===== src/rtl/ahb_burst_addr_gen.sv =====
// ahb_burst_addr_gen: AHB master address-phase sequencer for all HBURST types
module ahb_burst_addr_gen #(
  parameter int ADDR_WIDTH     = 32,
  parameter int DATA_WIDTH     = 32,
  parameter int MAX_INCR_LEN   = 16,
  parameter int BOUNDARY_BYTES = 1024
) (
  input  logic                          HCLK,
  input  logic                          HRESETn,
  input  logic                          cmd_valid,
  output logic                          cmd_ready,
  input  logic [ADDR_WIDTH-1:0]         cmd_addr,
  input  logic [2:0]                    cmd_burst,
  input  logic [2:0]                    cmd_size,
  input  logic [$clog2(MAX_INCR_LEN):0] cmd_len,
  input  logic                          cmd_write,
  input  logic                          busy_req,
  input  logic                          HREADY,
  output logic [ADDR_WIDTH-1:0]         HADDR,
  output logic [1:0]                    HTRANS,
  output logic [2:0]                    HBURST,
  output logic [2:0]                    HSIZE,
  output logic                          HWRITE,
  output logic                          beat_done,
  output logic                          burst_done,
  output logic                          cmd_err
);
  localparam int LW       = $clog2(MAX_INCR_LEN) + 1;
  localparam int CW       = LW > 5 ? LW : 5;
  localparam int MAX_SIZE = $clog2(DATA_WIDTH / 8);
  localparam int BW       = $clog2(BOUNDARY_BYTES);
  localparam logic [2:0] B_SINGLE = 3'b000;
  localparam logic [2:0] B_INCR   = 3'b001;
  localparam logic [1:0] T_IDLE = 2'b00;
  localparam logic [1:0] T_BUSY = 2'b01;
  localparam logic [1:0] T_NSEQ = 2'b10;
  localparam logic [1:0] T_SEQ  = 2'b11;
  typedef enum logic [1:0] {S_IDLE, S_ACTIVE, S_BUSY} state_t;
  state_t                state;
  logic [CW-1:0]         cnt;
  logic [CW-1:0]         cmd_beats;
  logic [CW-1:0]         cur_beats;
  logic [31:0]           cmd_span;
  logic                  illegal;
  logic                  is_wrap;
  logic [ADDR_WIDTH-1:0] sb;
  logic [ADDR_WIDTH-1:0] wmask;
  logic [ADDR_WIDTH-1:0] nxt;
  logic [1:0]            nxt_trans;
  logic [1:0]            cur_trans;
  function automatic logic [CW-1:0] fixed_beats(input logic [2:0] b);
    return b[2:1] == 2'd1 ? CW'(4) : b[2:1] == 2'd2 ? CW'(8) : b[2:1] == 2'd3 ? CW'(16) : CW'(1);
  endfunction
  function automatic logic [1:0] beat_trans(input logic [2:0] b, input logic [ADDR_WIDTH-1:0] a);
    return (b == B_INCR && a[BW-1:0] == '0) ? T_NSEQ : T_SEQ;
  endfunction
  // command legality and next-beat address/transfer type
  always_comb begin
    cmd_beats = cmd_burst == B_INCR ? CW'(cmd_len) : fixed_beats(cmd_burst);
    cmd_span  = 32'(cmd_addr[BW-1:0]) + (32'(cmd_beats) << cmd_size);
    illegal   = cmd_size > 3'(MAX_SIZE)
             || |(cmd_addr & ((ADDR_WIDTH'(1) << cmd_size) - ADDR_WIDTH'(1)))
             || (cmd_burst == B_INCR && (cmd_len == '0 || cmd_len > LW'(MAX_INCR_LEN)))
             || (cmd_burst[0] && cmd_burst != B_INCR && cmd_span > 32'(BOUNDARY_BYTES));
    sb        = ADDR_WIDTH'(1) << HSIZE;
    cur_beats = fixed_beats(HBURST);
    wmask     = (ADDR_WIDTH'(cur_beats) << HSIZE) - ADDR_WIDTH'(1);
    is_wrap   = !HBURST[0] && HBURST != B_SINGLE;
    nxt       = is_wrap ? (HADDR & ~wmask) | ((HADDR + sb) & wmask) : HADDR + sb;
    nxt_trans = beat_trans(HBURST, nxt);
    cur_trans = beat_trans(HBURST, HADDR);
  end
  assign beat_done = HTRANS[1] & HREADY;
  // burst sequencer: command acceptance, beat stepping, BUSY insertion
  always_ff @(posedge HCLK) begin
    if (!HRESETn) begin
      state      <= S_IDLE;
      cnt        <= '0;
      cmd_ready  <= 1'b0;
      HADDR      <= '0;
      HTRANS     <= T_IDLE;
      HBURST     <= B_SINGLE;
      HSIZE      <= 3'b000;
      HWRITE     <= 1'b0;
      burst_done <= 1'b0;
      cmd_err    <= 1'b0;
    end else begin
      burst_done <= 1'b0;
      cmd_err    <= 1'b0;
      case (state)
        S_IDLE: begin
          cmd_ready <= 1'b1;
          if (cmd_valid && cmd_ready) begin
            if (illegal) begin
              cmd_err <= 1'b1;
            end else begin
              state     <= S_ACTIVE;
              cmd_ready <= 1'b0;
              HTRANS    <= T_NSEQ;
              HADDR     <= cmd_addr;
              HBURST    <= cmd_burst;
              HSIZE     <= cmd_size;
              HWRITE    <= cmd_write;
              cnt       <= cmd_beats - CW'(1);
            end
          end
        end
        S_ACTIVE: begin
          if (HREADY) begin
            if (cnt == '0) begin
              state      <= S_IDLE;
              HTRANS     <= T_IDLE;
              burst_done <= 1'b1;
              cmd_ready  <= 1'b1;
            end else begin
              HADDR  <= nxt;
              cnt    <= cnt - CW'(1);
              state  <= busy_req ? S_BUSY : S_ACTIVE;
              HTRANS <= busy_req ? T_BUSY : nxt_trans;
            end
          end
        end
        S_BUSY: begin
          if (HREADY && !busy_req) begin
            state  <= S_ACTIVE;
            HTRANS <= cur_trans;
          end
        end
        default: state <= S_IDLE;
      endcase
    end
  end
endmodule

===== config.mk =====
export PLATFORM = sky130hd
export DESIGN_NAME = ahb_burst_addr_gen
export DESIGN_NICKNAME = d
export VERILOG_FILES = /design/src/rtl/ahb_burst_addr_gen.sv
export SDC_FILE = /design/constraint.sdc
export NUM_CORES = 1
export LEC_CHECK = 0
export CAP_MARGIN = 20
export CORE_MARGIN = 5
export CORE_UTILIZATION = 54
export CTS_BUF_LIST = sky130_fd_sc_hd__clkbuf_4
export DETAILED_ROUTE_END_ITERATION = 10
export HOLD_SLACK_MARGIN = 0.15
export PLACE_DENSITY_LB_ADDON = 0.1
export SETUP_SLACK_MARGIN = 0.05
export SYNTH_ARGS = -nofsm -noshare
export SYNTH_HDL_FRONTEND = slang
export SYNTH_SLANG_ARGS = --single-unit

===== constraint.sdc =====
create_clock -name HCLK -period 5.6 [get_ports HCLK]
set_clock_uncertainty 0.05 [all_clocks]
set_input_delay 0.56 -clock HCLK [delete_from_list [all_inputs] [get_ports HCLK]]
set_output_delay 0.56 -clock HCLK [all_outputs]
set_load 0.02 [all_outputs]

Word level (Yosys, flattened, before mapping)
Cells that the tools add are included.

word-level totals
  register bits after elaboration = 51
  bits of input ports = 49

operators by class
  shift operators = 4
  bitwise gates (word level) = 7
  mux-type cells = 40
  $add $sub $neg = 6
  eq/ne operators = 17
  order comparisons = 3
  reduce and logical (&&, ||, !) cells = 30

operators by type and width
  kind                     number
  $mux W32                 5
  $and A32 B32 Y32         3
  $pmux W32 S2             1
  $shl A1 B3 Y32 const A   2
  $shl A5 B3 Y32           2
  $sub A32 B1 Y32 const B  2
  $mux W5                  11
  $add A10 B32 Y32         1
  $add A32 B32 Y32         1
  $gt A32 B11 Y1 const B   1
  $not A32 Y32             1
  $or A32 B32 Y32          1
  $reduce_or A32 Y1        1
  $mux W2                  12
  $logic_not A10 Y1        2
  $ne A2 B2 Y1 const B     6
  $pmux W2 S3              2
  $reduce_and A3 Y1        4
  $eq A2 B2 Y1 const B     5
  $logic_not A5 Y1         2
  $pmux W5 S2              1
  $reduce_and A5 Y1        2
  $sub A5 B1 Y5 const B    2
  $logic_and A1 B1 Y1      8
  15 further kinds         29

Depth between registers and ports, before layout
  word-level depth = 17
  gate-level depth with buffers = 20

Worst setup path after synthesis
No wires, ideal clock.

  kind = input -> register
  from = input port cmd_size[0]
  to = register (tool-made name)
  arrival = 4.162 ns
  setup time = 0.132 ns
  stages on the path = 18
  path buffers = 2
  path slack = 1.257 ns
  cell sequence = buf_2 inv_2 mux2_2 a22oi_1 nand2_1 o21ai_0 o22ai_1 ha_1 a21oi_1 nand2_1 or4_1 a221oi_2 nand4_1 a221oi_2 a21oi_2 clkbuf_1 a2111oi_2 nor3_1

RTL lines
  item                RTL line  RTL
  start: declaration  14        input logic [2:0] cmd_size,

==> impl_metrics.toml <==
[outcome]
outcome = "complete, no violations"

[setup_path]
worst-path-max-fanout = 11
timing.rr.start = "HSIZE[2]$_SDFFE_PN0P_"
path_buf_inv = 1
r2r_cells = 13
required_ps = 5790
r2r_setup_slack_ps = 1790
critPathLaunchType = "input port"
worstSetupEndpointType = "flip-flop"
worstSetupPathType = "in2reg"
crit_slowest_cell = "nor2_1"
path_cells = "clkdlybuf4s50_1 -> nor2b_1 -> mux2_2 -> a22oi_1 -> nand2_1 -> o21ai_0 -> o22ai_1 -> ha_1 -> a21oi_1 -> nand2_1 -> or4_1 -> a221oi_2 -> nand4_1 -> a221oi_2 -> a21oi_2 -> nor2_1 -> a311oi_1"
crit_family = "compound AO/OA/AOI/OAI gates"
cpPeakStageDelay_ps = 700
critPathArrivalTime_ps = 5240

[die]
row_count = 34
start_util_pct = 54.7
die_w_um = 104
die_area_um2 = 10700
coreArea_um2 = 8640
ios = 94
dieHeight_um = 104

[timing]
rsz0062_at_grt = "false"
setup_viol = 0
hold_viol = 0
tightest_slew_ps = 866
max_freq_mhz = 198
slew_headroom_pct = 42.0
fin_crit_ps = 5050
layout_setup_ws_ps = 549
finalSetupTns_ps = 0
fin_crit_sh_pct = 90.2
report.final.slew_viol_count = 0

[synth]
synth.ff_latch_count = 51
ys_async_sr_fraction_pct = 0
synth_compound_area_share_pct = 29.4
syn_inst = 666
yosysWarningCount = 0
synth_top_family_by_area = "compound AO/OA/AOI/OAI gates"
synthSimpleGateAreaFrac_pct = 26.8
ys_types = 63
synth_edf_count = 0
synth_xor_area_share_pct = 4.64
avgSynthCellArea_um2 = 7.09
syn-cell-area_um2 = 4720
synth_ff_type = "dfxtp_1"
synth_nets = 743
synth_sequential_area_ratio_pct = 21.6
synthMuxAreaShare_pct = 3.92
synthAdderAreaFrac_pct = 7.74

[clock_tree]
clkTransAtPathRegs_ps = 160
h-tree-depth = 2
clk_latency_ps = 380
cts.sinks = 51
cts_buffers = 5
post_cts_resized = 0
cts_tree = "done"
postCtsHoldBufs = 0
cts_setup_buffers = 0
clock_path_buffers = 2
cts_root_buf = "clkbuf_4"

[drt]
drc = 0
finalWirelength_um = 15200
dr.pass1.iters = 6
ant_nets = 0
viasPerCell = 6.44
drt_iter0_drc = 462
detail_route.wl_per_cell_um = 18.1
via_count = 5416

[grt]
grt_pass1_vias = 5206
track_usage_pct = 27.5
grt_pass1_wl_um = 25300
antenna_found_initial = 0
grt_max_degree = 50
grt_overflow = 0

[hold_path]
holdPathStages = 2
holdCritPathClass = "reg2reg"
hold_start = "HTRANS[1]$_SDFFE_PN0P_"
min_to = "HTRANS[1]$_SDFFE_PN0P_"

[placed_design]
pre_cts_ws_ps = 213
dp_hpwl_um = 11500
gp_congestion = 0.926
port_buffers = 93
dpl_cell_area_um2 = 5680

[flow_run]
max_cap_viol_count = 0

[cells_and_area]
drive_gt1_share_pct = 4.37
nNetsFinal = 809
fin_area_um2 = 5740
n_antenna_cell = 0
fillers = 780
finish.utilization_pct = 66.4
synthToLayoutAreaGrowth_pct = 21.5

[power_and_ir_drop]
power_density_nw_per_um2 = 284
p_leak_nw = 2.14
ir_drop_uv = 120
## worst register-to-register path, stage by stage (launching register included)
cell and delay (ps):
dfxtp_1 760, nor2_1 140, nand2_1 150, inv_1 80
ha_1 290, a21o_1 130, a21oi_1 110, o21ai_0 220
a31oi_1 280, or2_2 470, or4_1 560, xor2_1 140
o2bb2ai_1 80, o311a_1 280
## synthesized netlist by cell type, types with 4 or more instances
library cell / n / area (um2)
nor3_1: 29 / 145
inv_1: 24 / 90.1
and2_1: 4 / 25.0
and3_1: 8 / 50.1
a21o_1: 11 / 82.6
a31oi_1: 19 / 119
a21oi_1: 57 / 285
o31ai_1: 8 / 60.1
o21ai_0: 37 / 185
nor2_1: 71 / 267
o211ai_1: 9 / 67.6
mux2i_1: 14 / 140
clkbuf_1: 31 / 116
or4_1: 5 / 37.5
a211oi_1: 16 / 120
xnor2_1: 11 / 96.3
o22ai_1: 5 / 31.3
nand2_1: 73 / 274
a22oi_1: 7 / 52.6
nand2b_1: 10 / 62.6
o21a_1: 5 / 37.5
nor2b_1: 9 / 56.3
xor2_1: 14 / 123
buf_2: 6 / 30.0
ha_1: 26 / 325
nand3_1: 19 / 95.1
nor4_1: 11 / 68.8
nand4_1: 6 / 37.5
dfxtp_1: 51 / 1020
a311oi_1: 8 / 70.1
## how the worst max path moves through the flow
stage / startpoint / to / slack, ps / depth (start not counted)
3_3_place_gp: cmd_size[0] / flip-flop / 290 / 17
3_5_place_dp: cmd_burst[2] / flip-flop / 210 / 17
6_report: cmd_burst[2] / flip-flop / 550 / 17
5_1_grt: cmd_burst[0] / flip-flop / 80 / 16
4_1_cts: cmd_burst[2] / flip-flop / 620 / 17
2_1_floorplan: cmd_size[0] / flip-flop / 1260 / 18
## power breakdown
part | internal (W) | switching (W)
registers | 0.000445 | 0.000114
clock network | 0.0000536 | 0.000122
logic | 0.000385 | 0.000512
## cell usage in the layout (no fill, tap or decap), types with 4 or more instances in the layout
cell type	instances
o211ai_1	9
and2_1	4
a22oi_1	7
buf_4	6
a211oi_1	16
nand2b_1	10
nand4_1	6
a21o_1	11
nor2b_1	9
a31oi_1	19
inv_1	24
o22ai_1	5
nor2_1	71
o21ai_0	37
ha_1	25
and3_1	8
or4_1	5
nor3_1	29
xnor2_1	11
mux2i_1	14
a311oi_1	8
clkbuf_4	6
xor2_1	14
o21a_1	5
clkdlybuf4s50_1	93
o31ai_1	8
dfxtp_1	51
a21oi_1	57
nand2_1	73
nand3_1	19
nor4_1	11
## routing by layer
metal,vias to the layer above,wire [um],track usage [%]
met1,2521,6400,35.3
met2,257,7480,47.5
met3,36,1030,3.54
li1,2602,-,-
met4,0,320,8.62
met5,-,0,0
## logic make-up after synthesis
group,Yosys count
AOI/OAI and AO/OA,211
xor gates and xnor gates,25
adders and majority gates,28
buffers and inverters,69
DFF,51
muxes,18
and+or+nand+nor,264
## stage by stage
stage | total power [W] | cells | hold slack (ps)
finish | 0.00163 | 841 | 429
global route | 0.00174 | 841 | 450
CTS | 0.00162 | 841 | 432
detailed placement | 0.00145 | 833 | 412
global placement | 0.00142 | 833 | 407
floorplan | 0.00113 | 666 | 395
## final cells by class
cell class / count / area [um2] / share of cell area, %
tap: 108 / 135 / 2.36
inverter: 28 / 105 / 1.83
timing repair buffer: 100 / 996 / 17.4
sequential: 51 / 1020 / 17.8
clock inverter: 2 / 12.5 / 0.218
multi-input combinational: 546 / 3420 / 59.7
clock buffer: 6 / 45.0 / 0.785
Power figures use the tool's default switching activity.
